[config.mk]
export PLATFORM = sky130hd
export DESIGN_NAME = cp0_except
export DESIGN_NICKNAME = d
export VERILOG_FILES = /design/src/rtl/cp0_except.sv
export SDC_FILE = /design/constraint.sdc
export NUM_CORES = 1
export LEC_CHECK = 0
export BUFFER_PORTS_ARGS = -buffer_cell sky130_fd_sc_hd__buf_2
export CAP_MARGIN = 25
export CORE_AREA = 3 3 158 160
export CTS_BUF_LIST = sky130_fd_sc_hd__clkbuf_4 sky130_fd_sc_hd__clkbuf_8
export CTS_CLUSTER_SIZE = 20
export DETAILED_ROUTE_END_ITERATION = 10
export DIE_AREA = 0 0 161 163
export HOLD_SLACK_MARGIN = 0.15
export PLACE_DENSITY = 0.75
export SLEW_MARGIN = 20
export SYNTH_ARGS = -nofsm -noshare
export SYNTH_HDL_FRONTEND = slang
export SYNTH_SLANG_ARGS = --single-unit
export TNS_END_PERCENT = 5
[constraint.sdc]
create_clock -name clk -period 2.8 [get_ports clk]
set_input_delay 0.56 -clock clk [delete_from_list [all_inputs] [get_ports clk]]
set_output_delay 0.56 -clock clk [all_outputs]
set_load 0.01 [all_outputs]
[src/rtl/cp0_except.sv]
// cp0_except: MIPS CP0 register file with exception/interrupt encoding and EPC/Status/Cause update.
// Ports:
//   clk, rst                    clock, synchronous active-high reset
//   we_i, waddr_i, wdata_i      mtc0 write (8 BadVAddr, 9 Count, 11 Compare, 12 Status, 13 Cause, 14 EPC)
//   raddr_i, data_o             mfc0 read of registered (pre-write) value, unmapped reads 0
//   int_i                       external interrupt lines into Cause.IP[7:2]
//   exc_flags_i                 MEM-stage exception flags (bits 15:8)
//   inst_addr_i, in_delayslot_i, badaddr_i   MEM-stage PC, delay-slot flag, faulting address
//   excepttype_o                encoded exception for the pipeline controller
//   cp0_epc_o                   EPC including a same-cycle mtc0, for eret redirection
//   status_o, cause_o, epc_o, count_o, compare_o, timer_int_o   register views
module cp0_except #(
  parameter logic [31:0] STATUS_RST      = 32'h0040_0000,
  parameter logic [31:0] EXC_VECTOR_NOTE = 32'hbfc0_0380
) (
  input  logic        clk,
  input  logic        rst,
  input  logic        we_i,
  input  logic [4:0]  waddr_i,
  input  logic [31:0] wdata_i,
  input  logic [4:0]  raddr_i,
  output logic [31:0] data_o,
  input  logic [5:0]  int_i,
  input  logic [31:0] exc_flags_i,
  input  logic [31:0] inst_addr_i,
  input  logic        in_delayslot_i,
  input  logic [31:0] badaddr_i,
  output logic [31:0] excepttype_o,
  output logic [31:0] cp0_epc_o,
  output logic [31:0] status_o,
  output logic [31:0] cause_o,
  output logic [31:0] epc_o,
  output logic [31:0] count_o,
  output logic [31:0] compare_o,
  output logic        timer_int_o
);
  logic [31:0] count, compare, status, cause, epc, badvaddr;
  logic        timer_int;
  logic [31:0] status_f, cause_f, epc_f;
  logic [7:0]  f;
  logic        wr_bad, wr_cnt, wr_cmp, wr_st, wr_ca, wr_epc;
  logic        int_pend, exc, eret, adr;
  logic        unused_ok;
  assign unused_ok = &{1'b0, exc_flags_i[31:16], exc_flags_i[7:0], EXC_VECTOR_NOTE};
  assign wr_bad = we_i && waddr_i == 5'd8;
  assign wr_cnt = we_i && waddr_i == 5'd9;
  assign wr_cmp = we_i && waddr_i == 5'd11;
  assign wr_st  = we_i && waddr_i == 5'd12;
  assign wr_ca  = we_i && waddr_i == 5'd13;
  assign wr_epc = we_i && waddr_i == 5'd14;
  // Same-cycle mtc0 is visible to interrupt decode and eret; only Cause.IP[1:0] is software-writable
  assign status_f = wr_st ? wdata_i : status;
  assign cause_f  = wr_ca ? {cause[31:10], wdata_i[9:8], cause[7:0]} : cause;
  assign epc_f    = wr_epc ? wdata_i : epc;
  assign f = exc_flags_i[15:8];
  assign int_pend = inst_addr_i != 32'd0 && status_f[0] && !status_f[1] &&
                    |(cause_f[15:8] & status_f[15:8]);
  always_comb
    excepttype_o = (rst || inst_addr_i == 32'd0) ? 32'h00 :
                   int_pend ? 32'h01 :
                   f[6]     ? 32'h0e :
                   f[7]     ? 32'h0f :
                   f[2]     ? 32'h0a :
                   f[1]     ? 32'h09 :
                   f[0]     ? 32'h08 :
                   f[4]     ? 32'h0c :
                   f[3]     ? 32'h0d :
                   f[5]     ? 32'h10 : 32'h00;
  assign eret = excepttype_o == 32'h10;
  assign exc  = excepttype_o != 32'h00 && !eret;
  assign adr  = excepttype_o == 32'h0e || excepttype_o == 32'h0f;
  always_ff @(posedge clk)
    if (rst) begin
      count     <= '0;
      compare   <= '0;
      status    <= STATUS_RST;
      cause     <= '0;
      epc       <= '0;
      badvaddr  <= '0;
      timer_int <= 1'b0;
    end else begin
      count     <= wr_cnt ? wdata_i : count + 32'd1;
      compare   <= wr_cmp ? wdata_i : compare;
      timer_int <= wr_cmp ? 1'b0 : (compare != 32'd0 && count == compare) ? 1'b1 : timer_int;
      status    <= {status_f[31:2], exc | (status_f[1] & ~eret), status_f[0]};
      // A nested exception (EXL already set) keeps the original EPC and BD
      cause     <= {(exc && !status_f[1]) ? in_delayslot_i : cause_f[31], cause_f[30:16],
                    int_i[5] | timer_int, int_i[4:0], cause_f[9:7],
                    exc ? excepttype_o[4:0] : cause_f[6:2], cause_f[1:0]};
      epc       <= (exc && !status_f[1]) ? (in_delayslot_i ? inst_addr_i - 32'd4 : inst_addr_i) : epc_f;
      badvaddr  <= adr ? badaddr_i : wr_bad ? wdata_i : badvaddr;
    end
  always_comb
    data_o = raddr_i == 5'd8  ? badvaddr :
             raddr_i == 5'd9  ? count :
             raddr_i == 5'd11 ? compare :
             raddr_i == 5'd12 ? status :
             raddr_i == 5'd13 ? cause :
             raddr_i == 5'd14 ? epc : 32'd0;
  assign cp0_epc_o   = epc_f;
  assign status_o    = status;
  assign cause_o     = cause;
  assign epc_o       = epc;
  assign count_o     = count;
  assign compare_o   = compare;
  assign timer_int_o = timer_int;
endmodule

### Word-level counts from Yosys, hierarchy flattened

Cells that the tools add are included.

| word-level totals | value |
|---|---|
| register bits after elaboration | 175 |
| word-level logic and storage cells | 82 |
| output and inout port bits | 257 |

| operators by class | value |
|---|---|
| mux-type cells | 26 |
| bitwise gates (word level) | 5 |
| $add $sub $neg | 2 |
| equality and inequality tests | 16 |
| reductions and logical operators | 23 |

Operators by type and width:

| kind | number |
|---|---|
| $mux 32 | 12 |
| $reduce_bool 32->1 | 3 |
| $eq 5x4->1 const B | 14 |
| $mux 5 | 11 |
| $add 32x1->32 const B | 1 |
| $eq 32x32->1 | 1 |
| $logic_not 32->1 | 1 |
| $sub 32x3->32 const B | 1 |
| $mux 16 | 1 |
| $logic_and 1x1->1 | 12 |
| $mux 10 | 1 |
| $and 8x8->8 | 1 |
| $reduce_or 8->1 | 1 |
| $eq 5x5->1 const B | 1 |
| $logic_not 1->1 | 2 |
| $logic_or 1x1->1 | 2 |
| $or 1x1->1 | 2 |
| $reduce_bool 2->1 | 1 |
| $reduce_or 2->1 | 1 |
| $and 1x1->1 | 1 |
| $mux 1 | 1 |
| $not 1->1 | 1 |

### Depth between registers and ports, before layout

| logic depth | value |
|---|---|
| depth in word-level cells | 15 |
| depth in mapped cells | 11 |
| depth with buffers taken out | 8 |

### Least setup slack after synthesis

Ideal clock, no wire load.

| timing path | value |
|---|---|
| path type | input to output |
| start point | input port waddr_i[1] |
| end point | output port excepttype_o[1] |
| arrival | 2.470 ns |
| slack | -0.230 ns |
| stages | 7 |
| required time | 2.240 ns |
| cells stage by stage | nand2b_1 -> buf_2 -> or3_1 -> a311o_1 -> o41ai_4 -> nand2_1 -> nor2_1 |

| between the ends | value |
|---|---|
| longest elaborated chain between the ends | 8 |

RTL lines:

| item | RTL line | source |
|---|---|---|
| from (decl) | 19 | `input logic [4:0] waddr_i,` |
| $eq 5x4->1 (on tied branches) | 49, 48 |  |
| $logic_and 1x1->1 (on tied branches) | 49, 48 |  |
| $mux 10 or $mux 16 (tied branches) | 53, 52 |  |
| $and 8x8->8, or another cell as far along | 57 | `\|(cause_f[15:8] & status_f[15:8]);` |
| $reduce_or 8->1 or $logic_and 1x1->1 (tied branches) | 57, 56 |  |
| $logic_and 1x1->1 * | 56 | `assign int_pend = inst_addr_i != 32'd0 && status_f[0] && !status_f[1] &&` |
| $mux 5 * | 60 | `int_pend ? 32'h01 :` |
| $mux 5 * | 59 | `excepttype_o = (rst \|\| inst_addr_i == 32'd0) ? 32'h00 :` |
| to (decl) | 28 | `output logic [31:0] excepttype_o,` |

Mark *: on every way between the ends. The rest lies on a longest branch, timed or not. The select of a mux whose other input is x is not followed.

### Worst setup path in the final report

Same ends and word-level chain as after synthesis.

==> results_dict.tcl <==
set metrics [dict create \
    tightest_slew_ns 0.8805 \
    grt_usage_pct 30.86 \
    final_cells 1970 \
    place_ws_ns -0.4010 \
    rsz0062_at_grt "yes" \
    dr_total_vias 11200 \
    clock-sinks 175 \
    dp_hpwl_mm 33.26 \
    period_minus_slack_ns 2.917 \
    r2r_cells 10 \
    slew_viol_final 0 \
    grt_pass1_vias 10430 \
    maxCapViolations 0 \
    cp_common_cell "buf_6" \
    ys_seq_area_share_pct 34.38 \
    cts-root-buf "clkbuf_8" \
    peakVddDrop_uv 274.5 \
    powerDensity_nw_per_um2 404.4 \
    hold_depth 2 \
    clk_pin_slew_ns 0.09 \
    hp-start "int_i[4]" \
    port_buffers 335 \
    violations "setup timing" \
    r2r_start "cause_o[15]" \
    grt-ovfl-total 0 \
    finalNetCount 1786 \
    clk_latency_ns 0.47 \
    grt_pass1_wl_mm 62.58 \
    yosys_warnings 0 \
    multi_input_area_sq_um 6157 \
    final_area_sq_um 13200 \
    end_kind "output pin" \
    tns_ns -0.5614 \
    layout_setup_ws_ns -0.1169 \
    routedWlPerCell_um 21.49 \
    finalCritPeriodShare_pct 104.2 \
    rows 56 \
    rr_endpoint "badvaddr[25]" \
    skew_ns 0.01642 \
    dp_cells 1932 \
    reg2reg_slack_ns 0.12 \
    viasPerCell 5.683 \
    worstHoldPathType "in2reg" \
    status "finished, violations left" \
    syn_to_final_growth_pct 29.49 \
    gp_congestion 1.017 \
    leakagePower_nw 6.269 \
    cp.required_ns 2.24 \
    totalWireLength_mm 42.33 \
    die-height_um 163 \
    drive_gt1_share_pct 33.19 \
    max_freq_mhz 342.8 \
    crit_path_top_delay_cell "a311o_1" \
    placed_area_sq_um 12730 \
    power_mw 5.336 \
    synth_cell_types 59 \
    die_x_um 161 \
    timing.hold.ws_ns 0.3101 \
    path_max_fanout 5 \
    min_to "cause_o[14]" \
    finalHoldViolations 0 \
    start_util_pct 43.28 \
    relSlewSlack_pct 41.30 \
    h-tree-depth 4 \
    antenna_left 0 \
    clockBufferDepth 2 \
    ioPinCount 405 \
    antenna_found_initial 3 \
    final_core_util_pct 56.05 \
    tritoncts "yes" \
    regArea_sq_um 3511 \
    async_reset_ff_share_pct 0 \
    syn_area_sq_um 10190 \
    first_iter_violations 1245 \
    worstSetupPathType "in2out" \
    syn_inst 1261 \
    synth_flop_cell "dfxtp_1" \
    cp.arrival_ns 2.36 \
    slowest_delay_ns 0.38 \
    nFillCells 2288 \
    setup_violations 5 \
    synth-seq-cells 175 \
    drtPass1Iterations 9 \
    dieArea_sq_um 26240 \
    synth-edff-count 0 \
    cts_inserted_buffers 17 \
    drc 0 \
    syn_avg_cell_area_sq_um 8.081 \
    crit_chain "buf_2 -> nand2b_1 -> or3_1 -> a311o_1 -> o41ai_4 -> buf_6 -> nand2_8 -> nor2_4 -> buf_6" \
    coreArea_sq_um 23540 \
    grt_max_degree 80 \
    start_kind "input port" \
]
## flip-flops by register name (all words and copies together), names as in the netlist
name	count
cause_o	14
epc_o	32
compare_o	32
timer_int_o	1
status_o	32
count_o	32
badvaddr	32
## placed cells by master (no fill, tap or decap), types with 20 or more instances in the layout
master	n
dfxtp_1	171
nor3_1	26
o31ai_1	33
mux2i_1	73
nand2_1	191
nor2_1	90
nor4_1	24
a22oi_1	42
a211oi_1	27
xnor2_1	41
o21ai_0	20
mux2_2	35
conb_1	45
nand3_1	54
a21oi_1	76
buf_4	111
xor2_1	45
buf_2	330
## power by group
| group | internal [mW] | total (mW) | switching [mW] |
|---|---|---|---|
| clock network | 0.636 | 1.63 | 0.999 |
| registers | 2.60 | 2.70 | 0.106 |
| logic | 0.418 | 0.999 | 0.581 |
## layout make-up
type                       instances  area share [%]
sequential                       175           26.61
clock inverter                    14          0.8250
timing repair buffer             455           20.62
multi-input combinational        973           46.66
tap                              319           3.025
inverter                          13          0.3698
antenna                            3         0.05689
clock buffer                      18           1.830
## how the worst max path moves through the flow
stage / startpoint / end / slack [ns] / cells after the start
3_5_place_dp: waddr_i[1] / excepttype_o[2] / -0.40 / 8
4_1_cts: cause_o[15] / excepttype_o[2] / -0.12 / 8
3_3_place_gp: waddr_i[1] / excepttype_o[2] / -0.37 / 8
2_1_floorplan: waddr_i[1] / excepttype_o[1] / -0.20 / 7
5_1_grt: cause_o[15] / excepttype_o[1] / -0.21 / 8
6_report: waddr_i[1] / excepttype_o[1] / -0.12 / 9
## cells in the mapped netlist, drive strengths merged, types with 4 or more instances
master	instances	area [sq um]
a211oi	28	210.2
a21boi	4	30.03
a21oi	76	380.4
a222oi	13	130.1
a22oi	45	337.8
a311oi	4	35.03
a31oi	16	100.1
and2	9	56.31
and3	9	56.30
buf	61	442.9
clkbuf	83	311.6
dfxtp	175	3503
inv	12	45.04
mux2	38	427.9
mux2i	73	730.7
nand2	193	724.4
nand2b	4	25.02
nand3	55	275.3
nand4	10	62.56
nor2	95	356.6
nor2b	12	75.07
nor3	26	130.1
nor4	25	156.4
o21ai	21	105.1
o31ai	33	247.7
or3	9	56.30
or4	7	52.55
xnor2	41	359.1
xor2	45	394.1
## layer usage
| layer | wire [um] | global-route usage (%) |
|---|---|---|
| met5 | 14 | 0 |
| met4 | 1149 | 9.230 |
| met3 | 4348 | 7.096 |
| met2 | 19170 | 49.17 |
| met1 | 17650 | 41.88 |
## cell families after synthesis
logic type	Yosys count	share of synthesized area, %
mux	111	11.37
simple gates	471	21.35
compound gates	257	17.22
flops	175	34.38
other cells	1	0.03680
fa+ha+maj	3	0.3684
xor+xnor	86	7.392
buf+inv	157	7.883
## critical path: cells and delay by family
family | cells | cell delay [ns]
compound gates | 2 | 0.73
buf+inv | 3 | 0.39
simple gates | 4 | 0.67
## what timing repair did
action | CTS | global route
setup buffers | 3 | 0
pin swaps | 6 | 1
gates resized for setup | 17 | 5
hold buffers | 0 | 0
setup endpoints to repair | 9 | 5
(Power assumes the default switching activity.)
